`src/rtl/data_producer.sv`:
```
// AXI4-Stream packet source: emits packet_count packets of packet_size bytes with
// a deterministic byte pattern, trimming the final beat of each packet with TKEEP.
module data_producer #(
  parameter int DW = 512
) (
  input  logic              clk,
  input  logic              resetn,
  input  logic              start,
  input  logic [15:0]       packet_count,
  input  logic [15:0]       packet_size,
  output logic [DW-1:0]     AXIS_TX_TDATA,
  output logic [DW/8-1:0]   AXIS_TX_TKEEP,
  output logic              AXIS_TX_TLAST,
  output logic              AXIS_TX_TVALID,
  input  logic              AXIS_TX_TREADY,
  output logic              busy,
  output logic              done
);

  localparam int BPB = DW / 8;

  typedef enum logic {IDLE, SEND} state_t;

  state_t      state, state_nxt;
  logic [15:0] cfg_count, cfg_size;
  logic [15:0] pkt_idx, beat_idx, byte_off;
  logic [15:0] nxt_pkt, nxt_beat, nxt_off;
  logic [15:0] cfg_nb, cfg_rem, in_nb, in_rem, nb_sel, rem_sel;
  logic        busy_nxt, done_nxt, accept, load, finish, handshake;
  logic        nxt_last;
  logic [BPB-1:0] nxt_keep;
  logic [DW-1:0]  nxt_data;

  function automatic logic [15:0] beats_of(input logic [15:0] size);
    logic [15:0] q, r;
    q = size / 16'(BPB);
    r = size % 16'(BPB);
    return q + ((r != 16'd0) ? 16'd1 : 16'd0);
  endfunction

  function automatic logic [BPB-1:0] keep_of(input logic last, input logic [15:0] rem);
    logic [BPB-1:0] keep;
    for (int k = 0; k < BPB; k++)
      keep[k] = !last || (rem == 16'd0) || (16'(k) < rem);
    return keep;
  endfunction

  // Only the low byte of pkt + offset + lane survives the mod-256 pattern.
  function automatic logic [DW-1:0] data_of(input logic [7:0] pkt, input logic [7:0] off,
                                            input logic [BPB-1:0] keep);
    logic [DW-1:0] data;
    logic [7:0]    lane;
    data = '0;
    for (int k = 0; k < BPB; k++) begin
      lane = pkt + off + 8'(k);
      data[8*k +: 8] = keep[k] ? lane : 8'h00;
    end
    return data;
  endfunction

  assign cfg_nb    = beats_of(cfg_size);
  assign cfg_rem   = cfg_size % 16'(BPB);
  assign in_nb     = beats_of(packet_size);
  assign in_rem    = packet_size % 16'(BPB);
  assign handshake = AXIS_TX_TVALID && AXIS_TX_TREADY;

  always_comb begin
    state_nxt = state;
    busy_nxt  = busy;
    done_nxt  = 1'b0;
    accept    = 1'b0;
    load      = 1'b0;
    finish    = 1'b0;
    nxt_pkt   = pkt_idx;
    nxt_beat  = beat_idx;
    nxt_off   = byte_off;
    nb_sel    = cfg_nb;
    rem_sel   = cfg_rem;
    case (state)
      IDLE: begin
        if (start) begin
          if (packet_count != 16'd0 && packet_size != 16'd0) begin
            accept    = 1'b1;
            load      = 1'b1;
            nxt_pkt   = 16'd0;
            nxt_beat  = 16'd0;
            nxt_off   = 16'd0;
            nb_sel    = in_nb;
            rem_sel   = in_rem;
            state_nxt = SEND;
            busy_nxt  = 1'b1;
          end else begin
            done_nxt = 1'b1;
          end
        end
      end
      SEND: begin
        if (handshake) begin
          if (beat_idx == cfg_nb - 16'd1) begin
            if (pkt_idx == cfg_count - 16'd1) begin
              finish    = 1'b1;
              state_nxt = IDLE;
              busy_nxt  = 1'b0;
              done_nxt  = 1'b1;
            end else begin
              load     = 1'b1;
              nxt_pkt  = pkt_idx + 16'd1;
              nxt_beat = 16'd0;
              nxt_off  = 16'd0;
            end
          end else begin
            load     = 1'b1;
            nxt_beat = beat_idx + 16'd1;
            nxt_off  = byte_off + 16'(BPB);
          end
        end
      end
      default: state_nxt = IDLE;
    endcase
  end

  assign nxt_last = (nxt_beat == nb_sel - 16'd1);
  assign nxt_keep = keep_of(nxt_last, rem_sel);
  assign nxt_data = data_of(nxt_pkt[7:0], nxt_off[7:0], nxt_keep);

  always_ff @(posedge clk or negedge resetn) begin
    if (!resetn) begin
      state          <= IDLE;
      busy           <= 1'b0;
      done           <= 1'b0;
      cfg_count      <= '0;
      cfg_size       <= '0;
      pkt_idx        <= '0;
      beat_idx       <= '0;
      byte_off       <= '0;
      AXIS_TX_TVALID <= 1'b0;
      AXIS_TX_TLAST  <= 1'b0;
      AXIS_TX_TDATA  <= '0;
      AXIS_TX_TKEEP  <= '0;
    end else begin
      state <= state_nxt;
      busy  <= busy_nxt;
      done  <= done_nxt;
      if (accept) begin
        cfg_count <= packet_count;
        cfg_size  <= packet_size;
      end
      // Output beat register: loads on accept or handshake, holds during stalls.
      if (load) begin
        pkt_idx        <= nxt_pkt;
        beat_idx       <= nxt_beat;
        byte_off       <= nxt_off;
        AXIS_TX_TVALID <= 1'b1;
        AXIS_TX_TLAST  <= nxt_last;
        AXIS_TX_TKEEP  <= nxt_keep;
        AXIS_TX_TDATA  <= nxt_data;
      end else if (finish) begin
        AXIS_TX_TVALID <= 1'b0;
        AXIS_TX_TLAST  <= 1'b0;
      end
    end
  end

endmodule

```
`config.mk`:
```
export PLATFORM = sky130hd
export DESIGN_NAME = data_producer
export DESIGN_NICKNAME = d
export VERILOG_FILES = /design/src/rtl/data_producer.sv
export SDC_FILE = /design/constraint.sdc
export NUM_CORES = 1
export LEC_CHECK = 0
export BUFFER_PORTS_ARGS = -buffer_cell sky130_fd_sc_hd__buf_2
export CORE_UTILIZATION = 55
export DETAILED_ROUTE_END_ITERATION = 16
export PLACE_DENSITY_LB_ADDON = 0.15
export REMOVE_ABC_BUFFERS = 1
export SLEW_MARGIN = 20
export SYNTH_ARGS = -nofsm -noshare
export SYNTH_HDL_FRONTEND = slang
export SYNTH_SLANG_ARGS = --single-unit
export TNS_END_PERCENT = 10
```
`constraint.sdc`:
```
create_clock -name clk -period 10.48 [get_ports clk]
set_clock_uncertainty 0.15 [all_clocks]
set_input_delay 2.096 -clock clk [delete_from_list [all_inputs] [get_ports clk]]
set_output_delay 2.096 -clock clk [all_outputs]
set_load 0.1 [all_outputs]
```
==> flow_summary.json <==
{
  "start_util_pct": 56.12,
  "drive_above_1_share_pct": 21.75,
  "cellLeakagePower_nw": 17.12,
  "synth_edf_count": 0,
  "synth_cell_type_count": 90,
  "ys_seq_area_share_pct": 52.34,
  "antenna_found_initial": 1,
  "first_pass_iters": 6,
  "hold_viol": 0,
  "die_h_microns": 240.2,
  "dr.first_iter.drc_count": 2778,
  "rows": 86,
  "crit_path_frequent_cell": "ha_1",
  "io_pins": 616,
  "clk_latency_ns": 0.62,
  "start_kind": "flip-flop",
  "cts_buffer_depth": 3,
  "critPathMaxFanout": 20,
  "drtAntennaViolNets": 0,
  "cts_resized": 0,
  "fin_crit_sh_pct": 91.04,
  "ir_worst_vdd_v": 0.0002796,
  "slowest_delay_ns": 0.72,
  "cts_root_buf": "clkbuf_16",
  "status": "complete, no violations",
  "finalCriticalPeriod_ns": 9.540,
  "grt_pass1_wl_mm": 169.8,
  "nFillCells": 4702,
  "globalplace.congestion": 0.9769,
  "routedWlPerCell_microns": 23.88,
  "avgSynthCellArea_sq_um": 9.054,
  "postCtsHoldBufs": 0,
  "maxClockFrequency_mhz": 104.8,
  "synthCells": 3448,
  "finalSetupViolations": 0,
  "slew_headroom_pct": 21.31,
  "syn_area_sq_mm": 0.03122,
  "yosys_warnings": 0,
  "grt_pass1_vias": 27160,
  "grt-ovfl-total": 0,
  "rsz0062_at_grt": "no",
  "clkTransAtPathRegs_ns": 0.06,
  "drc": 0,
  "max-cap-violations": 0,
  "crit_required_ns": 10.85,
  "worst_pin_slew_ns": 1.178,
  "core-area_sq_mm": 0.05563,
  "reg2reg_slack_ns": 0.94,
  "cts_inserted_buffers": 68,
  "cts_sinks": 653,
  "cp_slowest_cell": "a21oi_1",
  "crit_type": "reg -> reg",
  "dieWidth_microns": 240.2,
  "area.growth.synth_to_final_pct": 19.67,
  "hp-class": "reg -> reg",
  "wirelength_mm": 113.9,
  "ys.flop_type": "dfrtp_1",
  "cts_tree": "yes",
  "setup_ws_ns": 0.9395,
  "io_buffers": 615,
  "power.density_mw_per_mm2": 352.9,
  "gr-usage-all-layers_pct": 39.17,
  "routed-via-count": 28600,
  "routed_via_density": 5.999,
  "cts_max_level": 3,
  "pre_cts_slack_ns": 1.271,
  "synthArstFlopShare_pct": 100.0,
  "ys_seq_elements": 653,
  "cp.arrival_ns": 9.91,
  "grt_max_degree": 189,
  "layout.nets": 4037,
  "slew_violations": 0,
  "cp-end-kind": "flip-flop",
  "post_cts_buffers": 0,
  "power_w": 0.01318,
  "dp.final_hpwl_mm": 78.98,
  "die_area_sq_mm": 0.05772
}
cells in the mapped netlist (11+ instances only):
master | count | area share, %
o31ai_1 | 18 | 0.43
mux2i_1 | 26 | 0.83
nor2_1 | 678 | 8.2
and3_1 | 17 | 0.34
xor2_1 | 96 | 2.7
buf_2 | 17 | 0.27
or4_1 | 12 | 0.29
a21o_1 | 12 | 0.29
a211oi_1 | 44 | 1.1
clkbuf_1 | 182 | 2.2
xnor2_1 | 138 | 3.9
nor2b_1 | 12 | 0.24
nand4_1 | 21 | 0.42
nand3_1 | 51 | 0.82
a21oi_1 | 389 | 6.2
nor3_1 | 41 | 0.66
buf_1 | 15 | 0.18
inv_1 | 29 | 0.35
nor4_1 | 18 | 0.36
and2_1 | 31 | 0.62
o21ai_0 | 215 | 3.4
a31oi_1 | 35 | 0.70
a21oi_2 | 12 | 0.34
o21ai_1 | 11 | 0.18
nor3_4 | 12 | 0.63
nand2b_1 | 13 | 0.26
ha_1 | 31 | 1.2
dfrtp_1 | 653 | 52
nand2_1 | 448 | 5.4
stage by stage:
| step | utilization (%) | hold slack, ns | area [sq um] | TNS [ns] | cells |
|---|---|---|---|---|---|
| 4_1_cts | 67.04 | 0.3210 | 37290 | 0 | 4764 |
| 5_1_grt | 67.14 | 0.3338 | 37350 | 0 | 4766 |
| 6_report | 67.15 | 0.3202 | 37360 | 0 | 4768 |
| 3_5_place_dp | 62.86 | 0.2978 | 34970 | 0 | 4645 |
| 2_1_floorplan | - | 0.2942 | 30350 | -8000.64 | 3228 |
| 3_3_place_gp | 62.85 | 0.2949 | 34960 | 0 | 4645 |
cell usage in the layout, fill, tap and decap left out, types with 9 or more instances in the layout:
| cell type | instances |
|---|---|
| clkbuf_16 | 71 |
| nor3_1 | 38 |
| nor3_4 | 13 |
| nor2b_1 | 10 |
| xnor2_1 | 133 |
| and2_1 | 30 |
| buf_2 | 614 |
| buf_4 | 48 |
| o31ai_1 | 18 |
| nand4_1 | 21 |
| dfrtp_1 | 653 |
| a21o_1 | 12 |
| nand2_1 | 448 |
| ha_1 | 31 |
| o21ai_0 | 214 |
| o21ai_1 | 11 |
| xor2_1 | 95 |
| nand3_1 | 51 |
| clkbuf_1 | 11 |
| and3_1 | 17 |
| mux2i_1 | 26 |
| a21oi_1 | 389 |
| a21oi_2 | 11 |
| or4_1 | 12 |
| nand2b_1 | 13 |
| inv_1 | 27 |
| nor2_1 | 673 |
| a211oi_1 | 44 |
| nor2_2 | 9 |
| clkbuf_8 | 19 |
| a31oi_1 | 35 |
| nor4_1 | 18 |
final cells by class:
class	instances	area, sq um	area share [%]
timing repair buffer	671	3607	9.656
tap	748	935.9	2.505
inverter	32	120.1	0.3215
clock inverter	18	244.0	0.6531
clock buffer	101	2079	5.567
antenna	2	5.005	0.01340
sequential	653	16340	43.74
multi-input combinational	2543	14020	37.54
critical path: cells and delay by family, from the launching register on:
kind | cells | cell delay (ns)
AO/OA/AOI/OAI | 10 | 2.86
flip-flops | 1 | 0.39
buffers and inverters | 3 | 0.67
AND/OR/NAND/NOR | 7 | 3.12
adder cells (fa/ha/maj) | 4 | 1.65
XOR/XNOR | 3 | 0.59
report_power, final:
group / leakage, nW / switching (W) / internal [W] / total [W]
logic: 8.37 / 0.00604 / 0.00108 / 0.00712
registers: 7.60 / 0.000387 / 0.00313 / 0.00352
clock network: 1.15 / 0.00104 / 0.00150 / 0.00254
path summary, 6_finish.rpt:
path / start / endpoint / depth (start not counted)
worst max-delay path: cfg_size[2] / AXIS_TX_TDATA[431] / 27
worst max register to register: cfg_size[2] / AXIS_TX_TDATA[431] / 27
worst min register to register: AXIS_TX_TKEEP[0] / AXIS_TX_TKEEP[0] / 1
min in group asynchronous: resetn / cfg_count[15] / 1
worst min-delay path: AXIS_TX_TKEEP[0] / AXIS_TX_TKEEP[0] / 1
max in group asynchronous: resetn / AXIS_TX_TDATA[70] / 2
per-layer routing:
| layer | share of wire (%) | vias to the layer above | track usage, % |
|---|---|---|---|
| met5 | 0 | - | 0 |
| met4 | 4.9 | 0 | 19.73 |
| met3 | 10 | 314 | 9.862 |
| met2 | 46 | 1552 | 60.83 |
| met1 | 39 | 14030 | 51.06 |
| li1 | - | 12710 | - |
state kept, by name, summed over array words and instances (netlist names), 8 cells and up:
| register | count |
|---|---|
| cfg_size | 16 |
| cfg_count | 16 |
| beat_idx | 16 |
| AXIS_TX_TKEEP | 64 |
| byte_off | 8 |
| AXIS_TX_TDATA | 512 |
| pkt_idx | 16 |
cells by family after synthesis:
family / Yosys count / synth area share [%]
muxes: 33 / 1.086
adders and majority gates: 32 / 1.307
AOI/OAI and AO/OA: 830 / 15.41
DFF: 653 / 52.34
and+or+nand+nor: 1409 / 19.75
buffers and inverters: 252 / 3.174
xor gates and xnor gates: 239 / 6.930
Note: power is estimated with default switching activity, not from simulation.
